$ cat src/rtl/banked_mem_pkg.sv
// Shared defaults, decode helpers and the in-flight response entry for the
// banked memory controller.
package banked_mem_pkg;

  localparam int DEF_NUM_PORTS  = 2;
  localparam int DEF_NUM_BANKS  = 4;
  localparam int DEF_ADDR_WIDTH = 32;
  localparam int DEF_DATA_WIDTH = 128;
  localparam int DEF_BANK_WORDS = 1024;
  localparam int DEF_RD_LATENCY = 1;

  // Wide enough for the largest supported bank count (16).
  localparam int BANK_FIELD_W = 4;

  typedef struct packed {
    logic                    valid;
    logic [BANK_FIELD_W-1:0] bank;
    logic                    we;
    logic                    err;
  } inflight_t;

  // Number of byte-offset bits below the word index.
  function automatic int off_bits(input int data_width);
    return $clog2(data_width / 8);
  endfunction

  // Index width that never collapses to zero bits.
  function automatic int idx_width(input int n);
    return (n > 1) ? $clog2(n) : 1;
  endfunction

endpackage

$ cat src/rtl/banked_mem_ctrl_if.sv
// Requestor-side bus of the banked memory controller: per-port request,
// grant and response signals.
interface banked_mem_ctrl_if
  import banked_mem_pkg::*;
#(
  parameter int NUM_PORTS  = DEF_NUM_PORTS,
  parameter int ADDR_WIDTH = DEF_ADDR_WIDTH,
  parameter int DATA_WIDTH = DEF_DATA_WIDTH
) ();

  logic [NUM_PORTS-1:0]                   req_i;
  logic [NUM_PORTS-1:0]                   we_i;
  logic [NUM_PORTS-1:0][ADDR_WIDTH-1:0]   addr_i;
  logic [NUM_PORTS-1:0][DATA_WIDTH/8-1:0] be_i;
  logic [NUM_PORTS-1:0][DATA_WIDTH-1:0]   wdata_i;
  logic [NUM_PORTS-1:0]                   gnt_o;
  logic [NUM_PORTS-1:0]                   rvalid_o;
  logic [NUM_PORTS-1:0]                   err_o;
  logic [NUM_PORTS-1:0][DATA_WIDTH-1:0]   rdata_o;

  modport master (
    output req_i, we_i, addr_i, be_i, wdata_i,
    input  gnt_o, rvalid_o, err_o, rdata_o
  );

  modport slave (
    input  req_i, we_i, addr_i, be_i, wdata_i,
    output gnt_o, rvalid_o, err_o, rdata_o
  );

endinterface

$ cat src/rtl/banked_mem_ctrl_rr_arbiter.sv
// Round-robin arbiter for one bank; the pointer moves past the winner only
// when a grant is actually issued.
module rr_arbiter
  import banked_mem_pkg::*;
#(
  parameter  int N  = DEF_NUM_PORTS,
  localparam int IW = idx_width(N)
) (
  input  logic          clk,
  input  logic          rst,
  input  logic [N-1:0]  req_i,
  output logic [N-1:0]  gnt_o,
  output logic [IW-1:0] win_o,
  output logic          any_o
);

  logic [IW-1:0] ptr_q;
  logic [IW-1:0] ptr_d;
  logic [IW-1:0] cand;

  always_ff @(posedge clk) begin
    if (rst) begin
      ptr_q <= '0;
    end else begin
      ptr_q <= ptr_d;
    end
  end

  always_comb begin
    win_o = '0;
    any_o = 1'b0;
    cand  = '0;
    for (int k = 0; k < N; k++) begin
      cand = IW'((int'(ptr_q) + k) % N);
      if (!any_o && req_i[cand]) begin
        any_o = 1'b1;
        win_o = cand;
      end
    end
  end

  always_comb begin
    gnt_o = '0;
    if (any_o) begin
      gnt_o[win_o] = 1'b1;
    end
  end

  always_comb begin
    ptr_d = ptr_q;
    if (any_o) begin
      ptr_d = (win_o == IW'(N - 1)) ? '0 : win_o + 1'b1;
    end
  end

endmodule

$ cat src/rtl/banked_mem_ctrl.sv
// Multi-port, multi-bank SRAM controller: per-bank round-robin arbitration,
// fixed-latency responses tracked per port in a short shift register.
module banked_mem_ctrl
  import banked_mem_pkg::*;
#(
  parameter  int NUM_PORTS  = DEF_NUM_PORTS,
  parameter  int NUM_BANKS  = DEF_NUM_BANKS,
  parameter  int ADDR_WIDTH = DEF_ADDR_WIDTH,
  parameter  int DATA_WIDTH = DEF_DATA_WIDTH,
  parameter  int BANK_WORDS = DEF_BANK_WORDS,
  parameter  int RD_LATENCY = DEF_RD_LATENCY,
  localparam int BE_W       = DATA_WIDTH / 8,
  localparam int WORD_W     = idx_width(BANK_WORDS),
  localparam int BANK_W     = idx_width(NUM_BANKS),
  localparam int PORT_W     = idx_width(NUM_PORTS),
  localparam int OFF        = off_bits(DATA_WIDTH),
  localparam int LOG_NB     = $clog2(NUM_BANKS),
  localparam int LOG_BW     = $clog2(BANK_WORDS),
  localparam int LIMIT_LSB  = OFF + LOG_NB + LOG_BW
) (
  input  logic                                 clk,
  input  logic                                 rst,
  banked_mem_ctrl_if.slave                     bus,
  output logic [NUM_BANKS-1:0]                 bank_req_o,
  output logic [NUM_BANKS-1:0]                 bank_we_o,
  output logic [NUM_BANKS-1:0][WORD_W-1:0]     bank_addr_o,
  output logic [NUM_BANKS-1:0][BE_W-1:0]       bank_be_o,
  output logic [NUM_BANKS-1:0][DATA_WIDTH-1:0] bank_wdata_o,
  input  logic [NUM_BANKS-1:0][DATA_WIDTH-1:0] bank_rdata_i
);

  logic [NUM_PORTS-1:0][BANK_W-1:0] p_bank;
  logic [NUM_PORTS-1:0][WORD_W-1:0] p_word;
  logic [NUM_PORTS-1:0]             p_oor;

  logic [NUM_PORTS-1:0] breq [NUM_BANKS];
  logic [NUM_PORTS-1:0] bgnt [NUM_BANKS];
  logic [PORT_W-1:0]    bwin [NUM_BANKS];
  logic [NUM_BANKS-1:0] bany;

  logic [NUM_PORTS-1:0] gnt;

  inflight_t pipe_q [NUM_PORTS][RD_LATENCY];
  inflight_t pipe_d [NUM_PORTS][RD_LATENCY];
  inflight_t head   [NUM_PORTS];

  always_comb begin
    for (int p = 0; p < NUM_PORTS; p++) begin
      p_bank[p] = BANK_W'((bus.addr_i[p] >> OFF) & ADDR_WIDTH'(NUM_BANKS - 1));
      p_word[p] = WORD_W'((bus.addr_i[p] >> (OFF + LOG_NB)) & ADDR_WIDTH'(BANK_WORDS - 1));
      p_oor[p]  = (bus.addr_i[p] >> LIMIT_LSB) != '0;
    end
  end

  // Out-of-range requests never reach a bank arbiter.
  always_comb begin
    for (int b = 0; b < NUM_BANKS; b++) begin
      breq[b] = '0;
      for (int p = 0; p < NUM_PORTS; p++) begin
        breq[b][p] = bus.req_i[p] & ~p_oor[p] & ~rst & (p_bank[p] == BANK_W'(b));
      end
    end
  end

  for (genvar b = 0; b < NUM_BANKS; b++) begin : g_arb
    rr_arbiter #(
      .N (NUM_PORTS)
    ) u_arb (
      .clk   (clk),
      .rst   (rst),
      .req_i (breq[b]),
      .gnt_o (bgnt[b]),
      .win_o (bwin[b]),
      .any_o (bany[b])
    );
  end

  always_comb begin
    gnt = bus.req_i & p_oor & {NUM_PORTS{~rst}};
    for (int b = 0; b < NUM_BANKS; b++) begin
      gnt = gnt | bgnt[b];
    end
  end

  always_comb begin
    bank_req_o   = '0;
    bank_we_o    = '0;
    bank_addr_o  = '0;
    bank_be_o    = '0;
    bank_wdata_o = '0;
    for (int b = 0; b < NUM_BANKS; b++) begin
      if (bany[b]) begin
        bank_req_o[b]   = 1'b1;
        bank_we_o[b]    = bus.we_i[bwin[b]];
        bank_addr_o[b]  = p_word[bwin[b]];
        bank_be_o[b]    = bus.be_i[bwin[b]];
        bank_wdata_o[b] = bus.wdata_i[bwin[b]];
      end
    end
  end

  always_ff @(posedge clk) begin
    if (rst) begin
      for (int p = 0; p < NUM_PORTS; p++) begin
        for (int k = 0; k < RD_LATENCY; k++) begin
          pipe_q[p][k] <= '0;
        end
      end
    end else begin
      pipe_q <= pipe_d;
    end
  end

  always_comb begin
    for (int p = 0; p < NUM_PORTS; p++) begin
      pipe_d[p][0] = '0;
      if (gnt[p]) begin
        pipe_d[p][0].valid = 1'b1;
        pipe_d[p][0].bank  = BANK_FIELD_W'(p_bank[p]);
        pipe_d[p][0].we    = bus.we_i[p];
        pipe_d[p][0].err   = p_oor[p];
      end
      for (int k = 1; k < RD_LATENCY; k++) begin
        pipe_d[p][k] = pipe_q[p][k-1];
      end
    end
  end

  // Bank read data lines up with the last pipeline stage by construction.
  always_comb begin
    bus.rvalid_o = '0;
    bus.err_o    = '0;
    bus.rdata_o  = '0;
    for (int p = 0; p < NUM_PORTS; p++) begin
      head[p] = pipe_q[p][RD_LATENCY-1];
      if (head[p].valid && !rst) begin
        bus.rvalid_o[p] = 1'b1;
        bus.err_o[p]    = head[p].err;
        if (!head[p].we && !head[p].err) begin
          for (int b = 0; b < NUM_BANKS; b++) begin
            if (head[p].bank == BANK_FIELD_W'(b)) begin
              bus.rdata_o[p] = bank_rdata_i[b];
            end
          end
        end
      end
    end
  end

  assign bus.gnt_o = gnt;

endmodule

$ cat src/flat_wrapper.sv
// flat-port wrapper written by rule: the top's interface ports become plain ports
module banked_mem_ctrl_flat import banked_mem_pkg::*;
#(
  parameter  int NUM_PORTS  = DEF_NUM_PORTS,
  parameter  int NUM_BANKS  = DEF_NUM_BANKS,
  parameter  int ADDR_WIDTH = DEF_ADDR_WIDTH,
  parameter  int DATA_WIDTH = DEF_DATA_WIDTH,
  parameter  int BANK_WORDS = DEF_BANK_WORDS,
  parameter  int RD_LATENCY = DEF_RD_LATENCY,
  localparam int BE_W       = DATA_WIDTH / 8,
  localparam int WORD_W     = idx_width(BANK_WORDS),
  localparam int BANK_W     = idx_width(NUM_BANKS),
  localparam int PORT_W     = idx_width(NUM_PORTS),
  localparam int OFF        = off_bits(DATA_WIDTH),
  localparam int LOG_NB     = $clog2(NUM_BANKS),
  localparam int LOG_BW     = $clog2(BANK_WORDS),
  localparam int LIMIT_LSB  = OFF + LOG_NB + LOG_BW
)
  (clk, rst, bank_req_o, bank_we_o, bank_addr_o, bank_be_o, bank_wdata_o, bank_rdata_i, bus_req_i, bus_we_i, bus_addr_i, bus_be_i, bus_wdata_i, bus_gnt_o, bus_rvalid_o, bus_err_o, bus_rdata_o);
  banked_mem_ctrl_if #(.NUM_PORTS(NUM_PORTS), .ADDR_WIDTH(ADDR_WIDTH), .DATA_WIDTH(DATA_WIDTH)) bus_i ();
  input  logic clk;
  input  logic rst;
  output logic [NUM_BANKS-1:0] bank_req_o;
  output logic [NUM_BANKS-1:0] bank_we_o;
  output logic [NUM_BANKS-1:0][WORD_W-1:0] bank_addr_o;
  output logic [NUM_BANKS-1:0][BE_W-1:0] bank_be_o;
  output logic [NUM_BANKS-1:0][DATA_WIDTH-1:0] bank_wdata_o;
  input  logic [NUM_BANKS-1:0][DATA_WIDTH-1:0] bank_rdata_i;
  input wire logic [$bits(bus_i.req_i)-1:0] bus_req_i;
  input wire logic [$bits(bus_i.we_i)-1:0] bus_we_i;
  input wire logic [$bits(bus_i.addr_i)-1:0] bus_addr_i;
  input wire logic [$bits(bus_i.be_i)-1:0] bus_be_i;
  input wire logic [$bits(bus_i.wdata_i)-1:0] bus_wdata_i;
  output wire logic [$bits(bus_i.gnt_o)-1:0] bus_gnt_o;
  output wire logic [$bits(bus_i.rvalid_o)-1:0] bus_rvalid_o;
  output wire logic [$bits(bus_i.err_o)-1:0] bus_err_o;
  output wire logic [$bits(bus_i.rdata_o)-1:0] bus_rdata_o;
  assign bus_i.req_i = bus_req_i;
  assign bus_i.we_i = bus_we_i;
  assign bus_i.addr_i = bus_addr_i;
  assign bus_i.be_i = bus_be_i;
  assign bus_i.wdata_i = bus_wdata_i;
  assign bus_gnt_o = bus_i.gnt_o;
  assign bus_rvalid_o = bus_i.rvalid_o;
  assign bus_err_o = bus_i.err_o;
  assign bus_rdata_o = bus_i.rdata_o;
  banked_mem_ctrl #(.NUM_PORTS(NUM_PORTS), .NUM_BANKS(NUM_BANKS), .ADDR_WIDTH(ADDR_WIDTH), .DATA_WIDTH(DATA_WIDTH), .BANK_WORDS(BANK_WORDS), .RD_LATENCY(RD_LATENCY)) u_core (.clk(clk), .rst(rst), .bus(bus_i), .bank_req_o(bank_req_o), .bank_we_o(bank_we_o), .bank_addr_o(bank_addr_o), .bank_be_o(bank_be_o), .bank_wdata_o(bank_wdata_o), .bank_rdata_i(bank_rdata_i));
endmodule
$ cat config.mk
export PLATFORM = sky130hd
export DESIGN_NAME = banked_mem_ctrl_flat
export DESIGN_NICKNAME = d
export VERILOG_FILES = /design/src/rtl/banked_mem_pkg.sv /design/src/rtl/banked_mem_ctrl_if.sv /design/src/rtl/banked_mem_ctrl_rr_arbiter.sv /design/src/rtl/banked_mem_ctrl.sv /design/src/flat_wrapper.sv
export SDC_FILE = /design/constraint.sdc
export NUM_CORES = 1
export LEC_CHECK = 0
export BUFFER_PORTS_ARGS = -buffer_cell sky130_fd_sc_hd__buf_2
export CAP_MARGIN = 30
export CORE_AREA = 2 2 681 683
export CTS_CLUSTER_DIAMETER = 120
export CTS_CLUSTER_SIZE = 16
export DETAILED_ROUTE_END_ITERATION = 8
export DIE_AREA = 0 0 683 685
export PLACE_DENSITY_LB_ADDON = 0.08
export RECOVER_POWER = 25
export SETUP_SLACK_MARGIN = 0.2
export SYNTH_ARGS = -nofsm -noshare
export SYNTH_HDL_FRONTEND = slang
export SYNTH_HIERARCHICAL = 1
export SYNTH_SLANG_ARGS = --single-unit
$ cat constraint.sdc
create_clock -name clk -period 2.2 [get_ports clk]
set_clock_uncertainty 0.15 [all_clocks]
set_input_delay 0.11 -clock clk [delete_from_list [all_inputs] [get_ports clk]]
set_output_delay 0.11 -clock clk [all_outputs]
set_load 0.02 [all_outputs]
==> results.cfg, run 1 <==
[status]
outcome = finished, violations left
violations = negative setup slack

[routing]
antenna_left = 0
vias = 27990
routedWlPerCell_microns = 29.77
first_pass_iters = 4
drcViolationCount = 0
drtIter0Drc = 1160
wl_microns = 307500
viasPerCell = 2.710

[place]
pre_cts_ws_ns = -1.648
dp_hpwl_microns = 261700
numPortBuffers = 1747
gp_congestion = 0.8349

[yosys]
synth_area_leader_cell = mux2i_1
synth.area.top_cells = mux2i_1 32%, mux4_2 29%, nor2b_1 20%
ys_types = 26
ys_warn_count = 6
synthFlopType = dfxtp_1
avgSynthCellArea_sq_um = 9.406
netlist_area_sq_um = 19700
netlist.area_leader.share_pct = 31.51
syn-num-nets = 2964
synth-async-reset-ratio_pct = 0
synth_edf_count = 0
syn_inst = 2094
yosysSeqAreaShare_pct = 1.423
ys_ff_latch = 14

[critical_path]
reg2reg_from = u_core/g_arb[1].u_arb/ptr_q
r2r_end = u_core/head[0]
r2r_slack_ns = 0.47
startpoint = bus_addr_i[62]
end_kind = output port
critPathBufInv = 8
worstPathRequired_ns = 1.94
crit_family = buffers and inverters
critical_path.cell_chain = buf_6 -> nor4_4 -> buf_4 -> nand4_1 -> buf_12 -> nor4_4 -> buf_4 -> and2_4 -> buf_12 -> buf_16 -> buf_16 -> mux2i_1 -> nor2b_2 -> buf_6
crit_path_max_fanout = 8
cp.arrival_ns = 3.07
crit_type = input port to output port
critPathMaxStageDelay_ns = 0.44
crit_path_top_delay_cell = nand4_1
critPathLaunchType = input port
worst_r2r_path_depth = 7

[grt]
grt_pass1_vias = 29380
grt_usage_pct = 12.13
grt-busiest-layer = met2
grt_antenna_before_repair = 253
use_met3_pct = 3.810
met2_usage_pct = 23.83
grtUsageMet1_pct = 12.18
grt_pass1_wl_microns = 367900
grt_max_degree = 49
grt_overflow_total = 0

[cells_and_area]
mostFrequentLayoutCells = 1,467 x buf_2, 528 x nor2b_2, 403 x mux2i_1, 288 x buf_6
fin_nets = 4927
drive_gt1_share_pct = 82.00
fill_cells = 53570
seqCellArea_sq_um = 295.3
multiInputGateArea_sq_um = 21780
mostFrequentLayoutCell = buf_2
area_growth_pct = 140.2

[power_and_ir_drop]
pwr-share-clk_pct = 7.6
combPwrFrac_pct = 87.3
p_sw_share_pct = 53.39
power.internal_mw = 2.450
leakagePower_nw = 17.95
p_switching_mw = 2.806
p_seq_share_pct = 5.1
vdd_ir_drop_max_mv = 0.1865
powerDensity_nw_per_um2 = 111.1

[timing]
rsz0062_at_grt = true
setup_viol = 889
finalMaxSlewViolations = 0
slew_headroom_pct = 51.88
hold_violations = 0
timing.hold.ws_ns = 0.1306
finalCritPeriodShare_pct = 151.5
worstMarginPinSlew_ns = 0.7218
layout_setup_ws_ns = -1.134
fmax_mhz = 300.0
fin_crit_ns = 3.334

[die]
start_util_pct = 4.269
ios = 1756
die-area_sq_um = 467900
placementRows = 250
die_w_microns = 683
core_area_sq_um = 461400
die_y_microns = 685

[clock_tree]
worstSkewPairLatency_ns = 0.25
cts_hold_buf = 0
cts_max_level = 1
root_buffer = clkbuf_16
cts_buffers = 3
clock_path_buffers = 2
cts_tree = done
clkTransAtPathRegs_ns = 0.05
clock_sinks = 14

[flow_run]
maxCapViolCount = 0

[worst_hold_path]
worstHoldStart = bus_req_i[0]
hold_path_depth = 4
hold_path.class = input port to register
hold_path_end = u_core/head[7]
## per-layer routing
layer  vias to the layer above  wire length (microns)  share of wire, %
li1                      11900                      -                 -
met1                     14010                 106600                35
met2                      1450                 167000                54
met3                       502                  23480               7.6
met4                       128                   9475               3.1
met5                         -                    873              0.28
## power groups by stage
stage	sequential, mW	combinational, mW	clock, mW
after global routing	0.267	4.86	0.434
after detailed placement	0.272	4.42	0
final	0.266	4.59	0.400
after CTS	0.266	4.54	0.412
after global placement	0.272	4.42	0
after floorplan	0.270	1.69	0
## cells by family (layout without fill, tap and decap cells)
logic type / Yosys count / in the layout / share of synthesized area [%]
buf+inv: 252 / 2214 / 7.343
flops: 14 / 14 / 1.423
simple gates: 935 / 935 / 29.81
compound gates: 17 / 17 / 0.6479
other cells: 0 / 100 / 0
mux: 876 / 876 / 60.78
## area by class of cell
class	count	share of cell area (%)
multi-input combinational	1828	46.02
timing repair buffer	2206	36.28
tap	6174	16.33
sequential	14	0.6240
antenna	100	0.5288
clock buffer	4	0.1877
inverter	4	0.03173
## timing repair
action / CTS / global route
gates resized for setup: 465 / 728
pin swaps: 7 / 6
endpoints found under the setup margin: 896 / 896
cloned: 20 / 31
buffers inserted: 47 / 47
## worst max-delay path by stage
| stage | to | depth (start not counted) | slack (ns) |
|---|---|---|---|
| 3_3_place_gp | bank_wdata_o[96] | 11 | -1.64 |
| 3_5_place_dp | bank_wdata_o[96] | 11 | -1.65 |
| 4_1_cts | bank_wdata_o[479] | 14 | -1.48 |
| 5_1_grt | bank_wdata_o[383] | 13 | -1.37 |
| 6_report | bank_wdata_o[479] | 14 | -1.13 |
| 2_1_floorplan | bank_wdata_o[257] | 8 | -0.10 |
## cell usage after synthesis (6+ instances only)
| library cell | instances |
|---|---|
| nor2b_1 | 624 |
| mux2i_1 | 620 |
| and3_1 | 256 |
| mux4_2 | 256 |
| clkbuf_1 | 128 |
| buf_2 | 92 |
| buf_12 | 20 |
| nor4_1 | 16 |
| dfxtp_1 | 14 |
| and2_1 | 11 |
| buf_6 | 8 |
| nand2b_1 | 6 |
## state kept, by name, indices dropped and copies added (netlist names)
name,count
u_core/g_arb.u_arb/ptr_q,4
u_core/head,10
## metrics by stage
| stage | TNS, ns | area [sq um] | utilization [%] | total power, mW | instances |
|---|---|---|---|---|---|
| 6_report | -683.14 | 47320 | 10.26 | 5.256 | 10330 |
| 3_5_place_dp | -885.32 | 40240 | 8.721 | 4.690 | 10080 |
| 2_1_floorplan | -39.72 | 21730 | - | 1.960 | 2094 |
| 5_1_grt | -859.91 | 47260 | 10.24 | 5.565 | 10310 |
| 3_3_place_gp | -910.75 | 40240 | 8.721 | 4.688 | 10080 |
| 4_1_cts | -887.71 | 43280 | 9.380 | 5.219 | 10150 |
## worst min-delay path, stage by stage
cell and delay (ns):
buf_2 0.10, buf_4 0.09, nor2b_1 0.03, nor3_1 0.14
Note: power is estimated with default switching activity, not from simulation.
==> run 2: changes to the inputs <==
CTS_BUF_LIST = sky130_fd_sc_hd__clkbuf_4   (was not set)
==> run 2 against run 1 <==
  * The run still ends with negative setup slack left
  * Register-to-register slack is essentially flat
  * Sequential power about the same
  * Utilization about the same
  * Clock-buffer cell count down 1
  * Global-route usage about the same
  * Die area unchanged
  * Non-clock buffer count is the same
  * First-iteration DRC count decreased by 3.4%
  * Final cell count about the same
  * Worst hold slack got worse by 0.058 ns
  * Clock power fell by 58%
  * Worst setup slack improved by 0.010 ns
  * Critical path type unchanged
  * Critical endpoint is now bank_wdata_o[78]
  * Largest power group unchanged
==> results.cfg, run 2 (synthesized netlist as in run 1, its figures left out) <==
[grt]
grt_overflow_total = 0
grt_max_degree = 49
grt_usage_pct = 12.13
grt_pass1_wl_microns = 367900
grt_antenna_before_repair = 254
grt_pass1_vias = 29380

[clock_tree]
cts_buffers = 3
cts_tree = done
clock_sinks = 14
clock_path_buffers = 2
clkTransAtPathRegs_ns = 0.11
worstSkewPairLatency_ns = 0.29
root_buffer = clkbuf_4
cts_max_level = 1

[critical_path]
crit_path_max_fanout = 12
worstPathRequired_ns = 1.94
end_kind = output port
reg2reg_from = u_core/g_arb[1].u_arb/ptr_q
crit_type = input port to output port
critPathLaunchType = input port
worst_r2r_path_depth = 7
r2r_end = u_core/head[0]
r2r_slack_ns = 0.46
cp.arrival_ns = 3.06

[cells_and_area]
largest_reg_flops = 10
drive_gt1_share_pct = 81.98
multiInputGateArea_sq_um = 21780
final_area_sq_um = 47240
seqCellArea_sq_um = 295.3
mostFrequentLayoutCell = buf_2
instances_no_fill = 10320
fin_nets = 4927
mostFrequentLayoutCells = 1,467 x buf_2, 528 x nor2b_2, 403 x mux2i_1, 288 x buf_6
area_growth_pct = 139.8
fill_cells = 53570

[die]
start_util_pct = 4.269
die_y_microns = 685
die-area_sq_um = 467900
ios = 1756
placementRows = 250
die_w_microns = 683
core_area_sq_um = 461400

[timing]
worstMarginPinSlew_ns = 0.7208
hold_violations = 0
rsz0062_at_grt = true
finalCritPeriodShare_pct = 151.1
setup-tns-final_ns = -695.13
setup_viol = 891
finalMaxSlewViolations = 0
slew_headroom_pct = 51.94
fmax_mhz = 300.9
layout_setup_ws_ns = -1.124
fin_crit_ns = 3.324

[place]
dpl-instance-area_sq_um = 40240
gp_congestion = 0.8349
numPortBuffers = 1747
dp_hpwl_microns = 261700
pre_cts_ws_ns = -1.648
dp.cells = 10080

[status]
outcome = finished, violations left
violations = negative setup slack

[power_and_ir_drop]
leakagePower_nw = 17.92
powerDensity_nw_per_um2 = 106.3
p_switching_mw = 2.784
p_seq_share_pct = 5.3
vdd_ir_drop_max_mv = 0.1017
p_total_mw = 5.022
combPwrFrac_pct = 91.4
power.internal_mw = 2.239
p_sw_share_pct = 55.42
pwr-share-clk_pct = 3.3

[flow_run]
maxCapViolCount = 0

[worst_hold_path]
hold_path_end = u_core/head[1]
worstHoldStart = bus_we_i[1]
hold_path_depth = 2
hold_path.class = input port to register

[routing]
routedWlPerCell_microns = 29.78
drtIter0Drc = 1121
wl_microns = 307500
vias = 28040
antenna_left = 0
drcViolationCount = 0
viasPerCell = 2.716
first_pass_iters = 4
-- run 2: per-stage QoR --
| stage | utilization [%] | hold slack [ns] |
|---|---|---|
| after floorplan | - | 0.02244 |
| after global placement | 8.721 | 0.3386 |
| after detailed placement | 8.721 | 0.3497 |
| after CTS | 9.367 | 0.07022 |
| after global routing | 10.23 | 0.07952 |
| final | 10.24 | 0.07284 |
-- run 2: power groups by stage --
stage	Sequential, mW	Combinational [mW]	Clock [mW]
finish	0.265	4.59	0.167
global route	0.267	4.86	0.198
CTS	0.266	4.54	0.184
detailed placement	0.272	4.42	0
global placement	0.272	4.42	0
floorplan	0.270	1.69	0
-- run 2: final cells by class --
cell class                      instances  area share (%)
Sequential cell                        14          0.6250
Timing Repair Buffer                 2206           36.34
Tap cell                             6174           16.35
Clock buffer                            3         0.04767
Inverter                                4         0.03178
Clock inverter                          1        0.007946
Multi-Input combinational cell       1828           46.10
Antenna cell                           94          0.4979
-- run 2: layer usage --
layer / vias up / track usage, % / wire length, microns
met3: 502 / 3.806 / 23550
met5: - / 0 / 862
met2: 1466 / 23.83 / 167800
li1: 11890 / - / -
met1: 14050 / 12.18 / 106500
met4: 130 / 2.872 / 8788
-- run 2: timing repair --
action	CTS	global route
cloned	20	31
gates resized for setup	465	728
endpoints found under the setup margin	897	897
pin swaps	7	6
buffers inserted	47	47
hold buffers	0	0
-- run 2: critical path, cell delays in order --
cell     delay (ns)
buf_6          0.10
nor4_4         0.26
buf_4          0.16
nand4_1        0.44
buf_12         0.35
nor4_4         0.25
and2_4         0.22
buf_12         0.15
buf_16         0.19
buf_16         0.18
mux2i_1        0.37
nor2b_4        0.08
buf_6          0.14
-- run 2: worst max-delay path by stage --
stage | startpoint | end | slack (ns) | cells after the start
2_1_floorplan | bus_addr_i[50] | bank_wdata_o[257] | -0.10 | 8
6_report | bus_addr_i[62] | bank_wdata_o[78] | -1.12 | 13
5_1_grt | bus_addr_i[62] | bank_wdata_o[383] | -1.37 | 13
3_5_place_dp | bus_addr_i[57] | bank_wdata_o[96] | -1.65 | 11
4_1_cts | bus_addr_i[62] | bank_wdata_o[479] | -1.48 | 14
3_3_place_gp | bus_addr_i[49] | bank_wdata_o[96] | -1.64 | 11
